**src/rtl/writeback_stage_if.sv**
```systemverilog
// MEM/WB boundary bundle: MEM-stage results going in, register-file write port,
// forwarding tap and retire counter coming out of the write-back stage.
interface writeback_stage_if #(
    parameter int DATA_W = 32,
    parameter int ADDR_W = 5
);
    logic              MemValid;
    logic              MemRegWrite;
    logic              MemToReg;
    logic              MemLink;
    logic [ADDR_W-1:0] MemWriteReg;
    logic [DATA_W-1:0] MemAluResult;
    logic [DATA_W-1:0] MemReadData;
    logic [DATA_W-1:0] MemPcPlus8;
    logic              Stall;

    logic              RegWrite;
    logic [ADDR_W-1:0] WriteRegister;
    logic [DATA_W-1:0] WriteData;
    logic              BootBusy;
    logic              FwdValid;
    logic [ADDR_W-1:0] FwdReg;
    logic [DATA_W-1:0] FwdData;
    logic [31:0]       RetireCount;

    modport master (
        output MemValid, MemRegWrite, MemToReg, MemLink, MemWriteReg,
               MemAluResult, MemReadData, MemPcPlus8, Stall,
        input  RegWrite, WriteRegister, WriteData, BootBusy,
               FwdValid, FwdReg, FwdData, RetireCount
    );

    modport slave (
        input  MemValid, MemRegWrite, MemToReg, MemLink, MemWriteReg,
               MemAluResult, MemReadData, MemPcPlus8, Stall,
        output RegWrite, WriteRegister, WriteData, BootBusy,
               FwdValid, FwdReg, FwdData, RetireCount
    );
endinterface

```
**src/rtl/writeback_stage.sv**
```systemverilog
// Write-back stage: MEM/WB register, result mux, register-file write port with a
// boot-time preload of every architectural register, forwarding tap and retire counter.
module writeback_stage #(
    parameter int              DATA_W    = 32,
    parameter int              ADDR_W    = 5,
    parameter int              NUM_REGS  = 32,
    parameter bit              BOOT_INIT = 1'b1,
    parameter logic [DATA_W-1:0] SP_INIT = 32'h7FFF_EFFC,
    parameter logic [DATA_W-1:0] GP_INIT = 32'h1000_8000
) (
    input  logic               clk,
    input  logic               rst,
    writeback_stage_if.slave   bus
);
    typedef enum logic {BOOT, RUN} state_t;

    localparam logic [ADDR_W-1:0] LAST_IDX = ADDR_W'(NUM_REGS - 1);

    state_t              r_state;
    state_t              w_nextState;
    logic [ADDR_W-1:0]   r_bootIdx;
    logic                r_wbValid;
    logic                r_wbDone;
    logic                r_wbRegWrite;
    logic                r_wbToReg;
    logic                r_wbLink;
    logic [ADDR_W-1:0]   r_wbReg;
    logic [DATA_W-1:0]   r_wbAlu;
    logic [DATA_W-1:0]   r_wbRead;
    logic [DATA_W-1:0]   r_wbPc8;
    logic [31:0]         r_retire;
    logic [DATA_W-1:0]   w_wbData;
    logic [DATA_W-1:0]   w_bootData;
    logic                w_firstWb;

    always_ff @(posedge clk) begin
        if (rst) r_state <= (BOOT_INIT != 1'b0) ? BOOT : RUN;
        else     r_state <= w_nextState;
    end

    always_comb begin
        w_nextState = r_state;
        if (r_state == BOOT && r_bootIdx == LAST_IDX) w_nextState = RUN;
    end

    always_ff @(posedge clk) begin
        if (rst)                   r_bootIdx <= '0;
        else if (r_state == BOOT)  r_bootIdx <= r_bootIdx + 1'b1;
    end

    // wb_done marks an entry that already had its write cycle, so a stalled
    // instruction neither writes nor retires a second time.
    always_ff @(posedge clk) begin
        if (rst) begin
            r_wbValid <= 1'b0;
            r_wbDone  <= 1'b0;
        end else if (r_state == RUN) begin
            if (!bus.Stall) begin
                r_wbValid    <= bus.MemValid;
                r_wbDone     <= 1'b0;
                r_wbRegWrite <= bus.MemRegWrite;
                r_wbToReg    <= bus.MemToReg;
                r_wbLink     <= bus.MemLink;
                r_wbReg      <= bus.MemWriteReg;
                r_wbAlu      <= bus.MemAluResult;
                r_wbRead     <= bus.MemReadData;
                r_wbPc8      <= bus.MemPcPlus8;
            end else if (r_wbValid) begin
                r_wbDone <= 1'b1;
            end
        end
    end

    assign w_firstWb = (r_state == RUN) && r_wbValid && !r_wbDone;

    always_ff @(posedge clk) begin
        if (rst)            r_retire <= '0;
        else if (w_firstWb) r_retire <= r_retire + 32'd1;
    end

    // Link beats load data, which beats the ALU result.
    always_comb begin
        w_wbData = r_wbAlu;
        if (r_wbLink)       w_wbData = r_wbPc8;
        else if (r_wbToReg) w_wbData = r_wbRead;
    end

    always_comb begin
        w_bootData = '0;
        if (r_bootIdx == ADDR_W'(29))      w_bootData = SP_INIT;
        else if (r_bootIdx == ADDR_W'(28)) w_bootData = GP_INIT;
    end

    always_comb begin
        bus.RegWrite      = 1'b0;
        bus.WriteRegister = r_wbReg;
        bus.WriteData     = w_wbData;
        bus.BootBusy      = 1'b0;
        bus.FwdValid      = 1'b0;
        if (r_state == BOOT) begin
            bus.RegWrite      = 1'b1;
            bus.WriteRegister = r_bootIdx;
            bus.WriteData     = w_bootData;
            bus.BootBusy      = 1'b1;
        end else begin
            bus.FwdValid = r_wbValid && r_wbRegWrite && (r_wbReg != '0);
            bus.RegWrite = bus.FwdValid && !r_wbDone;
        end
    end

    assign bus.FwdReg      = bus.WriteRegister;
    assign bus.FwdData     = bus.WriteData;
    assign bus.RetireCount = r_retire;
endmodule

```
**src/flat_wrapper.sv**
```systemverilog
// flat-port wrapper written by rule: the top's interface ports become plain ports
module writeback_stage_flat 
#(
    parameter int              DATA_W    = 32,
    parameter int              ADDR_W    = 5,
    parameter int              NUM_REGS  = 32,
    parameter bit              BOOT_INIT = 1'b1,
    parameter logic [DATA_W-1:0] SP_INIT = 32'h7FFF_EFFC,
    parameter logic [DATA_W-1:0] GP_INIT = 32'h1000_8000
)
  (clk, rst, bus_MemValid, bus_MemRegWrite, bus_MemToReg, bus_MemLink, bus_MemWriteReg, bus_MemAluResult, bus_MemReadData, bus_MemPcPlus8, bus_Stall, bus_RegWrite, bus_WriteRegister, bus_WriteData, bus_BootBusy, bus_FwdValid, bus_FwdReg, bus_FwdData, bus_RetireCount);
  writeback_stage_if #(.DATA_W(DATA_W), .ADDR_W(ADDR_W)) bus_i ();
  input  logic clk;
  input  logic rst;
  input wire logic [$bits(bus_i.MemValid)-1:0] bus_MemValid;
  input wire logic [$bits(bus_i.MemRegWrite)-1:0] bus_MemRegWrite;
  input wire logic [$bits(bus_i.MemToReg)-1:0] bus_MemToReg;
  input wire logic [$bits(bus_i.MemLink)-1:0] bus_MemLink;
  input wire logic [$bits(bus_i.MemWriteReg)-1:0] bus_MemWriteReg;
  input wire logic [$bits(bus_i.MemAluResult)-1:0] bus_MemAluResult;
  input wire logic [$bits(bus_i.MemReadData)-1:0] bus_MemReadData;
  input wire logic [$bits(bus_i.MemPcPlus8)-1:0] bus_MemPcPlus8;
  input wire logic [$bits(bus_i.Stall)-1:0] bus_Stall;
  output wire logic [$bits(bus_i.RegWrite)-1:0] bus_RegWrite;
  output wire logic [$bits(bus_i.WriteRegister)-1:0] bus_WriteRegister;
  output wire logic [$bits(bus_i.WriteData)-1:0] bus_WriteData;
  output wire logic [$bits(bus_i.BootBusy)-1:0] bus_BootBusy;
  output wire logic [$bits(bus_i.FwdValid)-1:0] bus_FwdValid;
  output wire logic [$bits(bus_i.FwdReg)-1:0] bus_FwdReg;
  output wire logic [$bits(bus_i.FwdData)-1:0] bus_FwdData;
  output wire logic [$bits(bus_i.RetireCount)-1:0] bus_RetireCount;
  assign bus_i.MemValid = bus_MemValid;
  assign bus_i.MemRegWrite = bus_MemRegWrite;
  assign bus_i.MemToReg = bus_MemToReg;
  assign bus_i.MemLink = bus_MemLink;
  assign bus_i.MemWriteReg = bus_MemWriteReg;
  assign bus_i.MemAluResult = bus_MemAluResult;
  assign bus_i.MemReadData = bus_MemReadData;
  assign bus_i.MemPcPlus8 = bus_MemPcPlus8;
  assign bus_i.Stall = bus_Stall;
  assign bus_RegWrite = bus_i.RegWrite;
  assign bus_WriteRegister = bus_i.WriteRegister;
  assign bus_WriteData = bus_i.WriteData;
  assign bus_BootBusy = bus_i.BootBusy;
  assign bus_FwdValid = bus_i.FwdValid;
  assign bus_FwdReg = bus_i.FwdReg;
  assign bus_FwdData = bus_i.FwdData;
  assign bus_RetireCount = bus_i.RetireCount;
  writeback_stage #(.DATA_W(DATA_W), .ADDR_W(ADDR_W), .NUM_REGS(NUM_REGS), .BOOT_INIT(BOOT_INIT), .SP_INIT(SP_INIT), .GP_INIT(GP_INIT)) u_core (.clk(clk), .rst(rst), .bus(bus_i));
endmodule
```
**config.mk**
```make
export PLATFORM = sky130hd
export DESIGN_NAME = writeback_stage_flat
export DESIGN_NICKNAME = d
export VERILOG_FILES = /design/src/rtl/writeback_stage_if.sv /design/src/rtl/writeback_stage.sv /design/src/flat_wrapper.sv
export SDC_FILE = /design/constraint.sdc
export NUM_CORES = 1
export LEC_CHECK = 0
export ABC_AREA = 1
export BUFFER_PORTS_ARGS = -buffer_cell sky130_fd_sc_hd__buf_2
export CAP_MARGIN = 40
export CORE_ASPECT_RATIO = 1.2
export CORE_MARGIN = 3
export CORE_UTILIZATION = 55
export CTS_CLUSTER_DIAMETER = 200
export DETAILED_ROUTE_END_ITERATION = 12
export GPL_TIMING_DRIVEN = 0
export PLACE_DENSITY = 0.86
export SYNTH_ARGS = -nofsm -noshare
export SYNTH_HDL_FRONTEND = slang
export SYNTH_SLANG_ARGS = --single-unit
```
**constraint.sdc**
```tcl
create_clock -name clk -period 16.4 [get_ports clk]
set_input_delay 0.82 -clock clk [delete_from_list [all_inputs] [get_ports clk]]
set_output_delay 0.82 -clock clk [all_outputs]
set_load 0.05 [all_outputs]
```
==> run_results.csv <==
group,metric,value,unit
place,place.gp.congestion,0.860,
critical_path,r2r_slack,14000,ps
layout,antenna_cells,0,
cts,ctsHoldBuffers,0,
critical_path,critPathCaptureType,"output pin",
layout,area_growth,28.8,%
layout,fin_nets,1006,
cts,clock_path_buffers,2,
cts,insertion_delay,410,ps
detailed_routing,wl_per_cell,15.6,um
global_route,grt-ovfl-total,0,
hold_path,min_path_type,"flip-flop to flip-flop",
outcome,status,"completed",
power,leakage,3.76,nW
synthesis,synth_warnings,0,
sta,setup_tns,0,ps
cts,path_clk_slew,60,ps
synthesis,synthCells,656,
sta,fin_skew,10.3,ps
power,powerDensity,91.5,nW/um2
detailed_routing,num_vias,5439,
detailed_routing,detail_route.first_pass.iterations,5,
detailed_routing,totalWireLength,16.6,mm
critical_path,cp_slowest_cell,"o21ai_0",
synthesis,synth_area_per_cell,10.0,um2
sta,rsz0062_at_grt,"false",
floorplan,dieArea,13300,um2
global_route,grt_usage,0.255,
critical_path,critical_path_buf_inv_count,5,
sta,fin_crit_sh,0.208,
sta,report.final.slew_viol_count,0,
floorplan,fp-row-count,43,
layout,fin_cells,1063,
critical_path,path_cells,"clkbuf_1 -> buf_2 -> buf_2 -> a211oi_1 -> o21ai_0 -> buf_4 -> buf_2",
floorplan,start_util,0.564,
hold_path,holdPathStages,1,
place,placed_area,7900,um2
detailed_routing,drt_first_iter_violations,350,
sta,setup_viol,0,
flow_run,cap_violations,0,
cts,cts_root_buffer,"clkbuf_16",
global_route,grt-busiest-layer,"met2",
cts,ctsHtreeMaxLevel,4,
place,place_hpwl,12.3,mm
critical_path,crit_arrival,2600,ps
cts,ctsResizeCount,0,
detailed_routing,vias_per_cell,5.12,
synthesis,synthDistinctLibCells,34,
global_route,use_met2,0.467,
detailed_routing,drc,0,
floorplan,die_w,106,um
sta,finalCriticalPeriod,3420,ps
global_route,grt_pass1_vias,5404,
global_route,grt_pass1_wl,26.3,mm
global_route,antenna_found_initial,1,
critical_path,r2r_start,"u_core.r_state",
floorplan,core,11600,um2
global_route,use_met3,0.0753,
detailed_routing,drtAntennaViolNets,0,
place,io_buffer_count,215,
global_route,grt_start_max_net_pins,35,
critical_path,crit_top_cell,"buf_2",
synthesis,synth.net_count,769,
floorplan,die_h,126,um
layout,fin_area,8450,um2
layout,final_common_cell,"buf_2",
hold_path,min_from,"u_core.bus.RetireCount[13]",
critical_path,critPathLaunchType,"flip-flop",
critical_path,required,15580,ps
synthesis,seq_area_frac_synth,0.598,
critical_path,reg2reg_depth,7,
global_route,grt_util_met1,0.276,
critical_path,cpPeakStageDelay,440,ps
critical_path,reg2reg_to,"u_core.r_wbPc8[31]",
critical_path,critical-path-top-delay-family,"buffers and inverters",
hold_path,holdPathEnd,"u_core.bus.RetireCount[13]",
cts,cts_setup_buffers,0,
cts,cts_buffers,17,
sta,worst_slew_pin_slew,590,ps
place,placedCellCount,1031,
sta,maxSlewHeadroom,0.607,
sta,hold_viol_final,0,
power,ir_drop,81.8,uV
sta,timing.fmax,293,MHz
synthesis,synth_area,6560,um2
floorplan,pin_count,217,
layout,drive_gt1_frac,0.355,
synthesis,ys_ff_latch,144,
layout,final_cell_mix,"220 x buf_2, 104 x edfxtp_1, 93 x nor2_1, 75 x inv_1, 74 x nand2_1",
sta,hold_ws,498,ps
critical_path,worstSetupPathType,"flip-flop to output pin",
cts,cts_tree,"built",
cts,clock_sinks,144,
critical_path,cp_max_fo,10,
==> per-stage QoR <==
stage / worst slack [ps] / utilization / total power (W)
after floorplan: 10400 / - / 0.000408
after global routing: 12810 / 0.727 / 0.000796
after CTS: 12910 / 0.727 / 0.000777
final: 12980 / 0.727 / 0.000773
after detailed placement: 13400 / 0.680 / 0.000424
after global placement: 8920 / 0.674 / 0.000423
==> power by group <==
part	internal (W)	switching (W)
clock network	0.000198	0.000159
logic	0.0000119	0.0000135
registers	0.000390	0.000000555
total	0.000600	0.000173
==> worst max-delay path by stage <==
stage / start / to / slack (ps) / depth (start not counted)
3_3_place_gp: bus_Stall / u_core.r_wbRead[1] / 8920 / 3
4_1_cts: u_core.r_wbToReg / bus_WriteData[18] / 12910 / 7
5_1_grt: u_core.r_wbToReg / bus_WriteData[18] / 12810 / 7
6_report: u_core.r_wbToReg / bus_WriteData[18] / 12980 / 7
3_5_place_dp: u_core.r_wbToReg / bus_WriteData[18] / 13400 / 7
2_1_floorplan: bus_Stall / u_core.r_wbAlu[0] / 10400 / 2
==> Yosys cell counts <==
cell type / instances / share of area
nand2_4: 1 / 0.0017
o21ai_1: 11 / 0.0084
nor2_8: 3 / 0.0092
buf_2: 5 / 0.0038
dfxtp_1: 40 / 0.12
mux2_2: 5 / 0.0086
nand2_2: 4 / 0.0038
nand3b_1: 1 / 0.0011
xor2_1: 4 / 0.0053
or2_1: 1 / 0.00095
nor3_2: 1 / 0.0015
clkbuf_1: 19 / 0.011
inv_1: 75 / 0.043
o21ai_0: 70 / 0.053
nor4_1: 1 / 0.00095
nand3_2: 4 / 0.0061
nor3b_1: 1 / 0.0011
buf_6: 1 / 0.0017
buf_4: 37 / 0.042
nand4_1: 12 / 0.011
ha_1: 5 / 0.0095
nand3_1: 19 / 0.014
inv_2: 3 / 0.0017
a31oi_1: 2 / 0.0019
a211oi_1: 27 / 0.031
nor2_2: 2 / 0.0019
nor3_1: 7 / 0.0053
edfxtp_1: 104 / 0.48
nor3b_2: 1 / 0.0019
nand2_1: 74 / 0.042
a21oi_1: 17 / 0.013
nor2_4: 4 / 0.0069
nand3_4: 1 / 0.0027
nor2_1: 94 / 0.054
==> cell type report <==
type / instances / area (um2)
Sequential cell: 144 / 3920
Fill cell: 824 / 3170
Multi-Input combinational cell: 372 / 1960
Timing Repair Buffer: 218 / 1140
Clock buffer: 18 / 429
Buffer: 62 / 385
Inverter: 78 / 293
Tap cell: 157 / 196
Clock inverter: 14 / 119
==> flip-flops by register name, indices dropped and copies added (netlist names) <==
| name | count |
|---|---|
| u_core.r_wbRead | 32 |
| u_core.bus.RetireCount | 32 |
| u_core.r_state | 1 |
| u_core.r_wbAlu | 32 |
| u_core.r_wbToReg | 1 |
| u_core.r_bootIdx | 5 |
| u_core.r_wbPc8 | 32 |
| u_core.r_wbDone | 1 |
| u_core.r_wbReg | 5 |
| u_core.r_wbLink | 1 |
| u_core.r_wbValid | 1 |
| u_core.r_wbRegWrite | 1 |
==> per-layer routing <==
metal	vias to the layer above	part of all wire
li1	2668	-
met1	2471	0.36
met2	264	0.53
met3	34	0.092
met4	2	0.024
met5	-	0.00042
==> cell families after synthesis <==
group | count (synthesis) | synth area share
AND/OR/NAND/NOR | 231 | 0.167
AO/OA/AOI/OAI | 127 | 0.108
buffers and inverters | 140 | 0.103
XOR/XNOR | 4 | 0.00534
adder cells (fa/ha/maj) | 5 | 0.00954
multiplexers | 5 | 0.00858
flip-flops | 144 | 0.598
(Power assumes the default switching activity.)
